`src/rtl/ob_cn_table.sv`:
```
// Conditional-order table: holds stop orders until a trade execution
// triggers them, ages them with a per-entry TTL, and issues matured
// commands downstream in round-robin order.

package bcd_pkg;
  // Four packed BCD digits; ordering matches plain unsigned compare.
  typedef logic [15:0] price_t;
endpackage

package ob_pkg;
  typedef logic [7:0] uid_t;

  typedef enum logic [3:0] {
    OP_NOP             = 4'd0,
    OP_BUY_LIMIT       = 4'd1,
    OP_SELL_LIMIT      = 4'd2,
    OP_BUY_MARKET      = 4'd3,
    OP_SELL_MARKET     = 4'd4,
    OP_BUY_STOP_LOSS   = 4'd5,
    OP_SELL_STOP_LOSS  = 4'd6,
    OP_BUY_STOP_LIMIT  = 4'd7,
    OP_SELL_STOP_LIMIT = 4'd8
  } opcode_t;

  typedef struct packed {
    opcode_t          opcode;
    uid_t             uid;
    bcd_pkg::price_t  price1;
    bcd_pkg::price_t  price2;
    logic [15:0]      qty;
  } cmd_t;

  typedef enum logic [1:0] {
    ENT_IDLE    = 2'd0,
    ENT_ACTIVE  = 2'd1,
    ENT_MATURED = 2'd2,
    ENT_EXPIRED = 2'd3
  } ent_state_t;
endpackage

module ob_cn_table #(
  parameter int N     = 4,
  parameter int TTL_W = 8
) (
  input  logic                   clk,
  input  logic                   rst_n,
  input  logic                   in_vld,
  input  ob_pkg::cmd_t           in_cmd,
  input  logic [TTL_W-1:0]       in_ttl,
  output logic                   in_rdy,
  input  logic                   cntrl_evt_texe_r,
  input  bcd_pkg::price_t        cntrl_evt_texe_ask_r,
  input  bcd_pkg::price_t        cntrl_evt_texe_bid_r,
  input  logic                   cancel,
  input  ob_pkg::uid_t           cancel_uid,
  output logic                   cancel_hit,
  output logic                   out_vld,
  output ob_pkg::cmd_t           out_cmd,
  input  logic                   out_rdy,
  output logic                   exp_vld,
  output ob_pkg::uid_t           exp_uid,
  output logic [$clog2(N+1)-1:0] count_r,
  output logic                   empty_r,
  output logic                   full_r
);
  import ob_pkg::*;

  localparam int IW = $clog2(N);
  localparam int CW = $clog2(N+1);

  ent_state_t       r_state [N];
  cmd_t             r_cmd   [N];
  logic [TTL_W-1:0] r_ttl   [N];
  logic [IW-1:0]    r_rr_ptr;
  logic [IW-1:0]    r_lock_idx;
  logic             r_lock_vld;
  logic             r_bubble;
  logic             r_exp_vld;
  uid_t             r_exp_uid;
  logic [CW-1:0]    r_count;

  ent_state_t       w_state_nxt [N];
  cmd_t             w_cmd_nxt   [N];
  logic [TTL_W-1:0] w_ttl_nxt   [N];
  logic [CW-1:0]    w_cnt_nxt;
  logic [N-1:0]     w_mature;
  logic [N-1:0]     w_cxl_match;
  logic             w_any_idle, w_any_exp, w_rr_found, w_lock_ok;
  logic [IW-1:0]    w_alloc_idx, w_exp_idx, w_rr_idx, w_rr_cand, w_pres_idx;
  logic             w_pres_vld, w_issue, w_pres_cancel;
  logic             w_alloc_fire, w_alloc_drop, w_alloc_do, w_in_stop;

  // Lowest-index free slot for allocation and lowest-index expired slot to report.
  always_comb begin
    w_any_idle  = 1'b0;
    w_alloc_idx = '0;
    w_any_exp   = 1'b0;
    w_exp_idx   = '0;
    for (int i = N-1; i >= 0; i--) begin
      if (r_state[i] == ENT_IDLE) begin
        w_any_idle  = 1'b1;
        w_alloc_idx = IW'(i);
      end
      if (r_state[i] == ENT_EXPIRED) begin
        w_any_exp = 1'b1;
        w_exp_idx = IW'(i);
      end
    end
  end

  // Round-robin search among matured entries, starting just after the last issued slot.
  always_comb begin
    w_rr_found = 1'b0;
    w_rr_idx   = '0;
    w_rr_cand  = '0;
    for (int k = N; k >= 1; k--) begin
      w_rr_cand = IW'((int'(r_rr_ptr) + k) % N);
      if (r_state[w_rr_cand] == ENT_MATURED) begin
        w_rr_found = 1'b1;
        w_rr_idx   = w_rr_cand;
      end
    end
  end

  // Presented entry stays locked while stalled; a cancelled presentation leaves a one-cycle gap.
  always_comb begin
    w_lock_ok     = r_lock_vld && (r_state[r_lock_idx] == ENT_MATURED);
    w_pres_idx    = w_lock_ok ? r_lock_idx : w_rr_idx;
    w_pres_vld    = (w_lock_ok || w_rr_found) && !r_bubble;
    w_issue       = w_pres_vld && out_rdy;
    w_pres_cancel = cancel && w_pres_vld && !out_rdy &&
                    (r_cmd[w_pres_idx].uid == cancel_uid);
    w_alloc_fire  = in_vld && w_any_idle;
    w_alloc_drop  = w_alloc_fire && cancel && (in_cmd.uid == cancel_uid);
    w_alloc_do    = w_alloc_fire && !w_alloc_drop;
    w_in_stop     = (in_cmd.opcode == OP_BUY_STOP_LOSS)  || (in_cmd.opcode == OP_SELL_STOP_LOSS) ||
                    (in_cmd.opcode == OP_BUY_STOP_LIMIT) || (in_cmd.opcode == OP_SELL_STOP_LIMIT);
  end

  // Per-entry trigger test against the trade prices and cancel matching (an issuing entry is immune).
  always_comb begin
    w_mature    = '0;
    w_cxl_match = '0;
    for (int i = 0; i < N; i++) begin
      if ((r_cmd[i].opcode == OP_BUY_STOP_LOSS) || (r_cmd[i].opcode == OP_BUY_STOP_LIMIT))
        w_mature[i] = (r_cmd[i].price1 >= cntrl_evt_texe_ask_r);
      else if ((r_cmd[i].opcode == OP_SELL_STOP_LOSS) || (r_cmd[i].opcode == OP_SELL_STOP_LIMIT))
        w_mature[i] = (r_cmd[i].price1 <= cntrl_evt_texe_bid_r);
      w_cxl_match[i] = cancel && (r_state[i] != ENT_IDLE) &&
                       (r_cmd[i].uid == cancel_uid) &&
                       !(w_issue && (w_pres_idx == IW'(i)));
    end
  end

  // Entry next-state: allocate, evaluate on trade events, release on issue/expiry, clear on cancel.
  always_comb begin
    w_cnt_nxt = '0;
    for (int i = 0; i < N; i++) begin
      w_state_nxt[i] = r_state[i];
      w_cmd_nxt[i]   = r_cmd[i];
      w_ttl_nxt[i]   = r_ttl[i];
      case (r_state[i])
        ENT_IDLE: begin
          if (w_alloc_do && (w_alloc_idx == IW'(i))) begin
            w_state_nxt[i] = w_in_stop ? ENT_ACTIVE : ENT_MATURED;
            w_cmd_nxt[i]   = in_cmd;
            w_ttl_nxt[i]   = in_ttl;
          end
        end
        ENT_ACTIVE: begin
          if (cntrl_evt_texe_r) begin
            if (w_mature[i]) begin
              w_state_nxt[i] = ENT_MATURED;
              case (r_cmd[i].opcode)
                OP_BUY_STOP_LOSS:   w_cmd_nxt[i].opcode = OP_BUY_MARKET;
                OP_SELL_STOP_LOSS:  w_cmd_nxt[i].opcode = OP_SELL_MARKET;
                OP_BUY_STOP_LIMIT:  w_cmd_nxt[i].opcode = OP_BUY_LIMIT;
                OP_SELL_STOP_LIMIT: w_cmd_nxt[i].opcode = OP_SELL_LIMIT;
                default:            w_cmd_nxt[i].opcode = r_cmd[i].opcode;
              endcase
            end else if (r_ttl[i] == TTL_W'(1)) begin
              w_state_nxt[i] = ENT_EXPIRED;
            end else if (r_ttl[i] > TTL_W'(1)) begin
              w_ttl_nxt[i] = r_ttl[i] - TTL_W'(1);
            end
          end
        end
        ENT_MATURED: begin
          if (w_issue && (w_pres_idx == IW'(i)))
            w_state_nxt[i] = ENT_IDLE;
        end
        ENT_EXPIRED: begin
          if (w_any_exp && (w_exp_idx == IW'(i)))
            w_state_nxt[i] = ENT_IDLE;
        end
        default: w_state_nxt[i] = ENT_IDLE;
      endcase
      if (w_cxl_match[i])
        w_state_nxt[i] = ENT_IDLE;
      if (w_state_nxt[i] != ENT_IDLE)
        w_cnt_nxt = w_cnt_nxt + CW'(1);
    end
  end

  // Control state: entry states, arbitration pointer/lock, expiry report and occupancy.
  always_ff @(posedge clk) begin
    if (!rst_n) begin
      for (int i = 0; i < N; i++) r_state[i] <= ENT_IDLE;
      r_rr_ptr   <= IW'(N-1);
      r_lock_idx <= '0;
      r_lock_vld <= 1'b0;
      r_bubble   <= 1'b0;
      r_exp_vld  <= 1'b0;
      r_exp_uid  <= '0;
      r_count    <= '0;
    end else begin
      for (int i = 0; i < N; i++) r_state[i] <= w_state_nxt[i];
      if (w_issue) r_rr_ptr <= w_pres_idx;
      r_lock_idx <= w_pres_idx;
      r_lock_vld <= w_pres_vld && !out_rdy && !w_pres_cancel;
      r_bubble   <= w_pres_cancel;
      r_exp_vld  <= w_any_exp;
      if (w_any_exp) r_exp_uid <= r_cmd[w_exp_idx].uid;
      r_count    <= w_cnt_nxt;
    end
  end

  // Entry payload needs no reset; it is only observed while the entry is non-idle.
  always_ff @(posedge clk) begin
    for (int i = 0; i < N; i++) begin
      r_cmd[i] <= w_cmd_nxt[i];
      r_ttl[i] <= w_ttl_nxt[i];
    end
  end

  assign in_rdy     = w_any_idle;
  assign out_vld    = w_pres_vld;
  assign out_cmd    = r_cmd[w_pres_idx];
  assign cancel_hit = (|w_cxl_match) || w_alloc_drop;
  assign exp_vld    = r_exp_vld;
  assign exp_uid    = r_exp_uid;
  assign count_r    = r_count;
  assign empty_r    = (r_count == '0);
  assign full_r     = (r_count == CW'(N));

endmodule
```
`config.mk`:
```
export PLATFORM = sky130hd
export DESIGN_NAME = ob_cn_table
export DESIGN_NICKNAME = d
export VERILOG_FILES = /design/src/rtl/ob_cn_table.sv
export SDC_FILE = /design/constraint.sdc
export NUM_CORES = 1
export LEC_CHECK = 0
export BUFFER_PORTS_ARGS = -buffer_cell sky130_fd_sc_hd__buf_2
export CAP_MARGIN = 20
export CORE_MARGIN = 1
export CORE_UTILIZATION = 29
export DETAILED_ROUTE_END_ITERATION = 7
export GPL_TIMING_DRIVEN = 1
export PLACE_DENSITY_LB_ADDON = 0.15
export SYNTH_ARGS = -nofsm -noshare
export SYNTH_HDL_FRONTEND = slang
export SYNTH_SLANG_ARGS = --single-unit
export TNS_END_PERCENT = 50
```
`constraint.sdc`:
```
create_clock -name clk -period 10.5 [get_ports clk]
set_clock_uncertainty 0.1 [all_clocks]
set_input_delay 3.15 -clock clk [delete_from_list [all_inputs] [get_ports clk]]
set_output_delay 3.15 -clock clk [all_outputs]
set_load 0.05 [all_outputs]
```
==> flow_summary.ini <==
[pwr]
clkPwrFrac_pct = 23.8
p_switching_mw = 2.17
peakVddDrop_mv = 0.176
pwr-share-seq_pct = 30.7
p_int_mw = 2.80
switching_share_pct = 43.7
power_leakage_nw = 7.64
p_comb_share_pct = 45.4
powerDensity_nw_per_um2 = 254

[clock_network]
clock-sinks = 300
htreeDepth = 2
cts_tree = built
cts_resized = 0
root_buffer = clkbuf_16
cts_setup_buffers = 0
cts_hold_buf = 0
clk_latency_ns = 0.56
cts_buffer_depth = 3
cts_buffers = 37
path_clk_slew_ns = 0.06

[logic_synthesis]
synth_top_family_by_area = compound AO/OA/AOI/OAI gates
ys_seq_area_share_pct = 52.2
synthCells = 1415
synth-xor-area-share_pct = 3.97
synthMuxAreaShare_pct = 8.85
synth_area_per_cell_um2 = 11.8
synth_edf_count = 272
yosys_warnings = 0
synth_compound_area_share_pct = 11.3
yosys.area_share.simple_pct = 10.5
ys_seq_elements = 300
syn_area_um2 = 16700
synth.distinct_cells = 72
synth-adder-area-share_pct = 10.4
synthFlopType = edfxtp_1
synth_nets = 1668
synthArstFlopShare_pct = 0

[timing]
drv_slew = 0
fin_setup_tns_ns = 0
relSlewSlack_pct = 34.3
report.final.setup_viol = 0
tightest_slew_ns = 0.985
period_needed_ns = 8.40
fmax_ghz = 0.119
finalHoldViolCount = 0
rsz0062_at_grt = false
fin_crit_sh_pct = 80.0

[global_routing]
global_route.overflow_total = 0
grt_pass1_wl_um = 73900
grtUsageTotal_pct = 16.4
first_global_vias = 11985
grt_max_degree = 64
antenna_found_initial = 10

[floorplanning]
core_area_um2 = 56700
dieWidth_um = 242
fp.dieH_um = 242
dieArea_um2 = 58700
placement_rows = 87
start_util_pct = 29.5
ioPinCount = 191

[finish]
regArea_um2 = 8730
final_area_um2 = 19600
nFillCells = 5687
final_cells = 2379
nNetsFinal = 1845
drive_above_1_share_pct = 20.1
multi_input_area_um2 = 7560
area_growth_syn_to_layout_pct = 17.0

[setup_path]
crit_path_end_kind = output port
cp-start-kind = input pin
cp_data_arrival_time_ns = 5.15
max_stage_delay_ns = 0.65
crit_slowest_cell = nor4_1
crit_fanout = 6
r2r_slack_ns = 5.55
critical_path_class = input pin to output port
cp_cell_sequence = buf_2 > xor2_1 > nor4_1 > nand4_1 > nor4_1 > nor2_1 > nand4_1 > buf_2
cp.required_ns = 7.25

[routing]
wire_per_inst_um = 20.4
drt_iter0_drc = 507
vias = 11564
post-route-drc-count = 0
viasPerCell = 4.86
dr.pass1.iters = 4
drtAntennaViolNets = 0
wl_um = 48600

[placed_design]
dp.cells = 2309
port_buffers = 190
place_hpwl_um = 34500
dpl-instance-area_um2 = 18500
globalplace.congestion = 0.809

[run]
maxCapViolCount = 0

[outcome]
status = finished, final reports clean

[min_path]
hp-class = flip-flop to flip-flop
-- sequential cells by signal, indices dropped and copies added (netlist names), named ones only --
signal and cells:
r_lock_idx 2, count_r 3, r_bubble 1, exp_vld 1, r_state 8, r_rr_ptr 2, exp_uid 8, r_ttl 32
r_cmd 240, r_lock_vld 1
-- logic make-up after synthesis --
| group | after synthesis |
|---|---|
| DFF | 300 |
| muxes | 139 |
| and+or+nand+nor | 351 |
| buffers and inverters | 116 |
| adders and majority gates | 139 |
| AOI/OAI and AO/OA | 295 |
| xor gates and xnor gates | 75 |
-- power groups by stage --
stage	Clock, mW	Combinational [mW]	Sequential (mW)
global placement	0	2.28	1.55
detailed placement	0	2.29	1.56
global route	1.28	2.43	1.54
floorplan	0	1.74	1.54
finish	1.19	2.26	1.53
CTS	1.23	2.30	1.53
-- worst paths after layout --
path / startpoint / end / cells after the start
hold reg to reg: exp_uid[6] / exp_uid[6] / 1
hold / removal: exp_uid[6] / exp_uid[6] / 1
setup reg to reg: r_state[0][1] / count_r[2] / 15
setup / recovery: cancel_uid[3] / cancel_hit / 8
-- cell usage after synthesis (all sizes together), types with 36 or more instances --
library cell	n	area share [%]
a21oi	106	3.2
edfxtp	272	49
nor2	101	2.3
mux2	51	3.4
mux2i	86	5.1
clkbuf	42	0.94
ha	139	10
nand2	85	1.9
xnor2	39	2.0
xor2	36	1.9
o21ai	69	2.1
inv	54	1.2
-- metrics by stage --
| stage | hold WS (ns) | total power, mW | utilization [%] | setup WS [ns] |
|---|---|---|---|---|
| final | 0.403 | 4.98 | 34.5 | 2.10 |
| after global routing | 0.418 | 5.25 | 34.5 | 1.88 |
| after global placement | 0.380 | 3.84 | 32.6 | 2.04 |
| after CTS | 0.407 | 5.06 | 34.5 | 2.10 |
| after detailed placement | 0.386 | 3.85 | 32.6 | 2.10 |
| after floorplan | 0.412 | 3.28 | - | 0.310 |
-- metal layers --
layer,routed length [µm],GRT usage (%),vias up
met5,41,0,-
met4,748,3.82,6
met3,2470,4.01,51
met1,22300,21.4,5582
met2,23000,27.3,243
li1,-,-,5682
-- area by class of cell --
type,count,share of cell area (%)
Tap cell,756,4.83
Multi-Input combinational cell,999,38.6
Antenna cell,4,0.0511
Sequential cell,300,44.6
Clock buffer,41,4.81
Inverter,54,1.04
Timing Repair Buffer,200,5.24
Clock inverter,25,0.850
-- cells in the final DEF, fill, tap and decap left out, types with 35 or more instances in the layout --
master     Yosys  final
edfxtp_1     272    272
buf_2          8    190
ha_1         139    139
a21oi_1      106    106
nor2_1       101    101
mux2i_1       86     86
nand2_1       85     85
o21ai_0       69     69
inv_1         54     54
mux2_2        51     51
xnor2_1       39     39
clkbuf_16      0     37
xor2_1        35     35
-- worst max-delay path, delay by kind of cell --
family / cells / cell delay, ns
simple gates: 5 / 1.37
xor+xnor: 1 / 0.18
buf+inv: 2 / 0.45
(Power assumes the default switching activity.)
